<file path="src/rtl/load_store_unit.sv">
// Memory-access stage: drives a req/gnt/rvalid data port, builds byte enables and
// replicated store data, and extends load data. Optional feature macro: MISALIGN_TRAP_EN.
module load_store_unit #(
  parameter int unsigned DATA_WIDTH = 32
) (
  input  logic                    clk,
  input  logic                    reset,
  input  logic                    ex_valid,
  output logic                    ex_ready,
  input  logic                    MemRead,
  input  logic                    MemWrite,
  input  logic [2:0]              Funct3,
  input  logic [DATA_WIDTH-1:0]   ALUResult,
  input  logic [DATA_WIDTH-1:0]   StoreData,
  output logic                    busy,
  output logic                    lsu_done,
  output logic [DATA_WIDTH-1:0]   wb_data,
  output logic                    misalign,
  output logic                    mem_req,
  output logic                    mem_we,
  output logic [DATA_WIDTH-1:0]   mem_addr,
  output logic [DATA_WIDTH/8-1:0] mem_be,
  output logic [DATA_WIDTH-1:0]   mem_wdata,
  input  logic                    mem_gnt,
  input  logic                    mem_rvalid,
  input  logic [DATA_WIDTH-1:0]   mem_rdata
);

  localparam int unsigned BE_W = DATA_WIDTH / 8;

  typedef enum logic [1:0] {S_IDLE, S_REQ, S_WAIT_R, S_RESP} state_e;

  state_e                state_q, state_d;
  logic [DATA_WIDTH-1:0] addr_q, addr_d;
  logic [DATA_WIDTH-1:0] wdata_q, wdata_d;
  logic [DATA_WIDTH-1:0] wb_q, wb_d;
  logic [BE_W-1:0]       be_q, be_d;
  logic [2:0]            f3_q, f3_d;
  logic                  we_q, we_d;
  logic                  misal_q, misal_d;

  logic                  accept_c;
  logic                  misal_c;
  logic [BE_W-1:0]       be_c;
  logic [DATA_WIDTH-1:0] wdata_c;
  logic [DATA_WIDTH-1:0] ld_c;
  logic [7:0]            byte_c;
  logic [15:0]           half_c;

  // Funct3[1:0]: 00 byte, 01 half, 1x word (covers 011/110/111 as word)
  always_comb begin
    be_c    = 4'b1111;
    wdata_c = StoreData;
    case (Funct3[1:0])
      2'b00: begin
        be_c    = 4'b0001 << ALUResult[1:0];
        wdata_c = {4{StoreData[7:0]}};
      end
      2'b01: begin
        be_c    = 4'b0011 << {ALUResult[1], 1'b0};
        wdata_c = {2{StoreData[15:0]}};
      end
      default: ;
    endcase
  end

`ifdef MISALIGN_TRAP_EN
  assign misal_c = ((Funct3[1:0] == 2'b01) && ALUResult[0]) ||
                   (Funct3[1] && (ALUResult[1:0] != 2'b00));
`else
  assign misal_c = 1'b0;
`endif

  // Lane select and extension of returning load data
  always_comb begin
    byte_c = 8'(mem_rdata >> {addr_q[1:0], 3'b000});
    half_c = addr_q[1] ? mem_rdata[31:16] : mem_rdata[15:0];
    case (f3_q[1:0])
      2'b00:   ld_c = f3_q[2] ? {24'b0, byte_c} : {{24{byte_c[7]}}, byte_c};
      2'b01:   ld_c = f3_q[2] ? {16'b0, half_c} : {{16{half_c[15]}}, half_c};
      default: ld_c = mem_rdata;
    endcase
  end

  assign ex_ready = (state_q == S_IDLE) || (state_q == S_RESP);
  assign accept_c = ex_ready && ex_valid && (MemRead || MemWrite);

  always_comb begin
    state_d = state_q;
    addr_d  = addr_q;
    wdata_d = wdata_q;
    wb_d    = wb_q;
    be_d    = be_q;
    f3_d    = f3_q;
    we_d    = we_q;
    misal_d = misal_q;
    case (state_q)
      S_IDLE, S_RESP: begin
        if (state_q == S_RESP) state_d = S_IDLE;
        if (accept_c) begin
          addr_d  = ALUResult;
          wdata_d = wdata_c;
          be_d    = be_c;
          f3_d    = Funct3;
          we_d    = MemWrite && !MemRead;
          wb_d    = '0;
          misal_d = misal_c;
          state_d = misal_c ? S_RESP : S_REQ;
        end
      end
      S_REQ: begin
        if (mem_gnt) state_d = we_q ? S_RESP : S_WAIT_R;
      end
      S_WAIT_R: begin
        if (mem_rvalid) begin
          wb_d    = ld_c;
          state_d = S_RESP;
        end
      end
      default: state_d = S_IDLE;
    endcase
  end

  always_ff @(posedge clk or posedge reset) begin
    if (reset) begin
      state_q <= S_IDLE;
      addr_q  <= '0;
      wdata_q <= '0;
      wb_q    <= '0;
      be_q    <= '0;
      f3_q    <= '0;
      we_q    <= 1'b0;
      misal_q <= 1'b0;
    end else begin
      state_q <= state_d;
      addr_q  <= addr_d;
      wdata_q <= wdata_d;
      wb_q    <= wb_d;
      be_q    <= be_d;
      f3_q    <= f3_d;
      we_q    <= we_d;
      misal_q <= misal_d;
    end
  end

  // Port outputs decode straight from state so reset clears them at once
  assign busy      = (state_q == S_REQ) || (state_q == S_WAIT_R);
  assign mem_req   = (state_q == S_REQ);
  assign mem_we    = mem_req && we_q;
  assign mem_addr  = mem_req ? {addr_q[DATA_WIDTH-1:2], 2'b00} : '0;
  assign mem_be    = mem_req ? be_q : '0;
  assign mem_wdata = (mem_req && we_q) ? wdata_q : '0;
  assign lsu_done  = (state_q == S_RESP);
  assign wb_data   = lsu_done ? wb_q : '0;
  assign misalign  = lsu_done && misal_q;

endmodule

</file>
<file path="config.mk">
export PLATFORM = sky130hd
export DESIGN_NAME = load_store_unit
export DESIGN_NICKNAME = d
export VERILOG_FILES = /design/src/rtl/load_store_unit.sv
export SDC_FILE = /design/constraint.sdc
export NUM_CORES = 1
export LEC_CHECK = 0
export BUFFER_PORTS_ARGS = -buffer_cell sky130_fd_sc_hd__buf_2
export CAP_MARGIN = 20
export CORE_ASPECT_RATIO = 1.5
export CORE_MARGIN = 2
export CORE_UTILIZATION = 50
export DETAILED_ROUTE_END_ITERATION = 8
export PLACE_DENSITY_LB_ADDON = 0.15
export SLEW_MARGIN = 40
export SYNTH_ARGS = -nofsm -noshare
export SYNTH_HDL_FRONTEND = slang
export SYNTH_SLANG_ARGS = --single-unit
</file>
<file path="constraint.sdc">
create_clock -name clk -period 4.9 [get_ports clk]
set_clock_uncertainty 0.05 [all_clocks]
set_input_delay 0.98 -clock clk [delete_from_list [all_inputs] [get_ports clk]]
set_output_delay 0.98 -clock clk [all_outputs]
set_load 0.005 [all_outputs]
</file>
* Yosys cells after proc, flatten, opt, wreduce, memory -nomap -nowiden
Index checks and enable logic that the tools add are counted.
W data, S select, Z words.
** Storage, ports and cells
- Bits in registers :: 106
- Output and inout port bits :: 106
** Cells by class
- Equality and inequality tests :: 9
- Shift operators :: 3
- Multiplexer cells :: 19
- Reduce and logical (&&, ||, !) cells :: 16
** Operators by type and width (number)
- $mux W32 :: 7
- $pmux W32 S2 :: 3
- $shr A32 B5 Y8 :: 1
- $mux W16 :: 1
- $mux W2 :: 4
- $pmux W4 S2 :: 1
- $eq A2 B1 Y1 const B :: 3
- $logic_not A2 Y1 :: 3
- $pmux W2 S3 :: 1
- $reduce_and A3 Y1 :: 2
- $eq A2 B2 Y1 const B :: 2
- $logic_and A1 B1 Y1 :: 4
- $mux W4 :: 1
- $ne A2 B2 Y1 const B :: 2
- $shl A1 B2 Y4 const A :: 1
- $shl A2 B2 Y4 const A :: 1
- $logic_or A1 B1 Y1 :: 3
- $ne A3 B3 Y1 const B :: 1
- $ne A2 B1 Y1 const B :: 1
- $reduce_and A2 Y1 :: 1
- $reduce_bool A2 Y1 :: 1
- $reduce_or A2 Y1 :: 1
- $logic_not A1 Y1 :: 1
- $mux W1 :: 1

* Longest topological paths before layout
- Depth after elaboration :: 6
- Depth in mapped cells :: 8

* Least setup slack after synthesis
Ideal clock, no wire load.
- Path kind :: input to register
- Start point :: in mem_rdata[23]
- End point :: reg wb_q[16]
- Setup time :: 126 ps
- Arrival :: 2194 ps
- Required time :: 4724 ps
- Setup slack :: 2530 ps
- Cell stages on the path :: 5
- Path buffers :: 1
- Cell sequence :: mux2_4 > and3b_1 > o311a_4 > buf_6 > a221o_1
** On the way
- Cells in the longest elaborated chain, start to end :: 5
** Ends and longest elaborated chain
- start, declared :: line 26 : input logic [DATA_WIDTH-1:0] mem_rdata
- $shr A32 B5 Y8 :: line 76 : byte_c = 8'(mem_rdata >> {addr_q[1:0], 3'b000});
- $mux W32 :: line 79 : 2'b00: ld_c = f3_q[2] ? {24'b0, byte_c} : {{24{byte_c[7]}}, byte_c};
- $pmux W32 S2 :: line 78 : case (f3_q[1:0])
- $mux W32 :: line 115 : if (mem_rvalid) begin
- $pmux W32 S2 :: line 97 : case (state_q)
- end signal, assigned :: line 138 : wb_q <= wb_d;
- end, declared :: line 36 : logic [DATA_WIDTH-1:0] wb_q, wb_d;
No other way between the ends. The select of a mux whose other input is x is not followed.
A chain may end at the register's enable or synchronous reset.

* Worst setup path after layout
- Start point :: reg state_q[1]
- End point :: out mem_wdata[28]
** On the way
- Cells in the longest elaborated chain, start to end :: 3
** Ends and longest elaborated chain
- start, declared :: line 33 : state_e state_q, state_d;
- start signal, assigned :: line 135 : state_q <= state_d;
- $eq A2 B1 Y1 :: line 148 : assign mem_req = (state_q == S_REQ);
- $logic_and A1 B1 Y1 :: line 152 : assign mem_wdata = (mem_req && we_q) ? wdata_q : '0;
- $mux W32 :: line 152
- end, declared :: line 23 : output logic [DATA_WIDTH-1:0] mem_wdata,
No other way between the ends.

==> metrics.csv <==
metric;value;unit
status;complete, no violations;
initial antenna violation count;0;
clock-pin slew on the worst setup and hold paths;0.07;ns
Synth Warn #;0;
WHS;0.426;ns
CTS Sinks;106;
DRC viols;0;
critical path class;reg2out;
synthesized cell area;5560;sq um
number of port buffers;208;
hold buffers post-CTS;0;
Synth Area in Adders;0.00675;
final max-slew violation count;0;
vias in the first global route;4735;
PD cells;560;nW/um^2
setup violators final;0;
type of element launching the critical path;flop;
Core Util, Final;0.637;
nets;820;
GR Util All Layers;0.249;
area delta synth->final;25.3;%
io pins;212;
final WL;15300;um
Worst Tran Pin Value;0.696;ns
main combinational cell family by area after synthesis;simple AND/OR/NAND/NOR gates;
part of the cycle the worst path needs;0.580;
leakage power;0.00375;uW
worst-case reg-to-reg path depth;6;
Initial Util;0.509;
WL met1;5900;um
post-layout min period;2.84;ns
synthesized flop and latch total;106;
Iter 0 DRT Violations;217;
Die Y;133;um
Comb power frac;0.398;
Fmax;0.352;GHz
Met3 Routed Length;947;um
largest net degree at the start of global routing;78;
slew margin rel.;0.536;
Post-DRT Antenna Nets;0;
Netlist cell types;39;
commonest cells after routing, fill and taps aside;buf_2, dfrtp_1, and2_1, mux2_2, nand2_1;
switching power;1430;uW
Clk network pwr share;0.208;
met2 routed WL;8080;um
final setup TNS;0;ns
DR WL/cell;17.7;um
Sw Ratio;0.366;
# Max-Cap Violations;0;
sequential share of the synthesized area;0.477;
Via density;5.59;
critical path peak fanout;69;
row count;47;
unrepaired setup endpoints after global routing;false;
top post-synthesis cells by area;dfrtp_1, mux2_2, and2_1, mux2i_1, and3_1;
CTS Buffer Depth;2;
Post-CTS Setup Bufs;0;
H-tree depth;3;
CP required;3.87;ns
commonest non-fill, non-tap cell in the layout;buf_2;
total number of vias;4822;
full die area;12000;sq um
post-synthesis mux area share;0.147;
Post-CTS Resized;0;
Post-Layout Cell Count;863;
xor/xnor cell area share of the yosys netlist;0;
Die W;90.1;um
Internal Power;2470;uW
dpl cells;847;
TritonCTS Buffers;9;
Post-Syn Area per Cell;10.4;sq um
CP Capture Type;output pin;
Top Layer Used;met4;
simple-gate share of the synthesized area;0.173;
worst min-delay path class;reg2reg;
layout cells sized above 1;0.392;
TritonCTS clock tree;yes;
Final Hold Vio Count;0;
dominant cell type by area after synthesis;dfrtp_1;
TritonRoute pass-1 iters;4;
CORE AREA;10900;sq um
diodes inserted;0;
Seq pwr share;0.394;
Worst Hold Path Cells;2;
post-synthesis compound-gate area fraction;0.152;
Peak VDD IR;0.230;mV
DPL Wire Length;10900;um
first-pass GRT wire length;24000;um
Skew-Pair Late Insertion Delay;0.35;ns
Yosys top cell area share;0.477;
Gate Count Post-Synth;535;
CTS Root Cell;clkbuf_16;
data arrival time of the critical path;1.81;ns
GRT overflow;0;
RePlAce Congestion;0.891;
-- layout make-up --
cell class | count | area (sq um)
sequential | 106 | 2660
clock inverter | 6 | 96.3
clock buffer | 10 | 239
inverter | 7 | 31.3
fill | 975 | 3970
tap | 147 | 184
timing repair buffer | 211 | 1060
multi-input combinational | 376 | 2700
-- layer usage --
metal,vias to the layer above,global-route usage
li1,2251,-
met1,2366,0.294
met2,183,0.446
met3,22,0.0475
met4,0,0.103
met5,-,0
-- sequential cells by signal, summed over array words and instances, names as in the netlist --
name / cells
we_q: 1
f3_q: 3
wb_q: 32
state_q: 2
wdata_q: 32
addr_q: 32
be_q: 4
-- power by group through the flow --
stage                     Sequential [uW]  Combinational (uW)  Clock (uW)
after global routing                 1590                1720         860
after CTS                            1530                1560         823
final                                1540                1550         811
after floorplan                      1390                1220           0
after global placement               1520                1490           0
after detailed placement             1550                1550           0
-- worst paths after layout --
| path | slack [ns] | endpoint | from |
|---|---|---|---|
| setup / recovery | 2.06 | mem_wdata[28] | state_q[1] |
| hold / removal | 0.43 | wdata_q[14] | wdata_q[14] |
| setup reg to reg | 2.17 | addr_q[17] | state_q[0] |
| hold reg to reg | 0.43 | wdata_q[14] | wdata_q[14] |
| max in group asynchronous | 3.24 | addr_q[1] | reset |
| min in group asynchronous | 0.69 | addr_q[31] | reset |
-- cells in the mapped netlist (all sizes together) --
master and instances:
a32o 1, nor2 12, nor2b 11, a21boi 1
a21oi 20, buf 11, nand2 42, clkbuf 37
a221o 17, a21o 1, mux2i 32, o31a 1
o311a 1, and3 32, nand3b 1, dfrtp 106
nand2b 3, ha 3, a31oi 2, o21ai 33
o211ai 1, o221ai 7, nor3b 1, o22ai 9
and2 68, inv 7, a22o 17, a211o 1
conb 1, and3b 1, a2bb2oi 7, mux2 44
or2 1, or3b 1, nand3 2
-- cells by family after synthesis --
kind of cell,count (synthesis)
other cells,1
compound gates,119
mux,76
simple gates,175
flops,106
fa+ha+maj,3
buf+inv,55
-- metrics by stage --
step | cell area [sq um] | total power (uW) | worst slack, ns
after global routing | 6970 | 4170 | 1.93
after CTS | 6970 | 3910 | 1.89
after detailed placement | 6630 | 3100 | 2.00
after global placement | 6610 | 3010 | 1.88
final | 6970 | 3900 | 2.06
after floorplan | 5570 | 2610 | 1.08
-- worst max-delay path, stage by stage, from the launching register on --
cell     delay (ns)
dfrtp_1        0.40
inv_1          0.11
ha_4           0.53
and3_1         0.26
buf_2          0.12
Power figures use the tool's default switching activity.
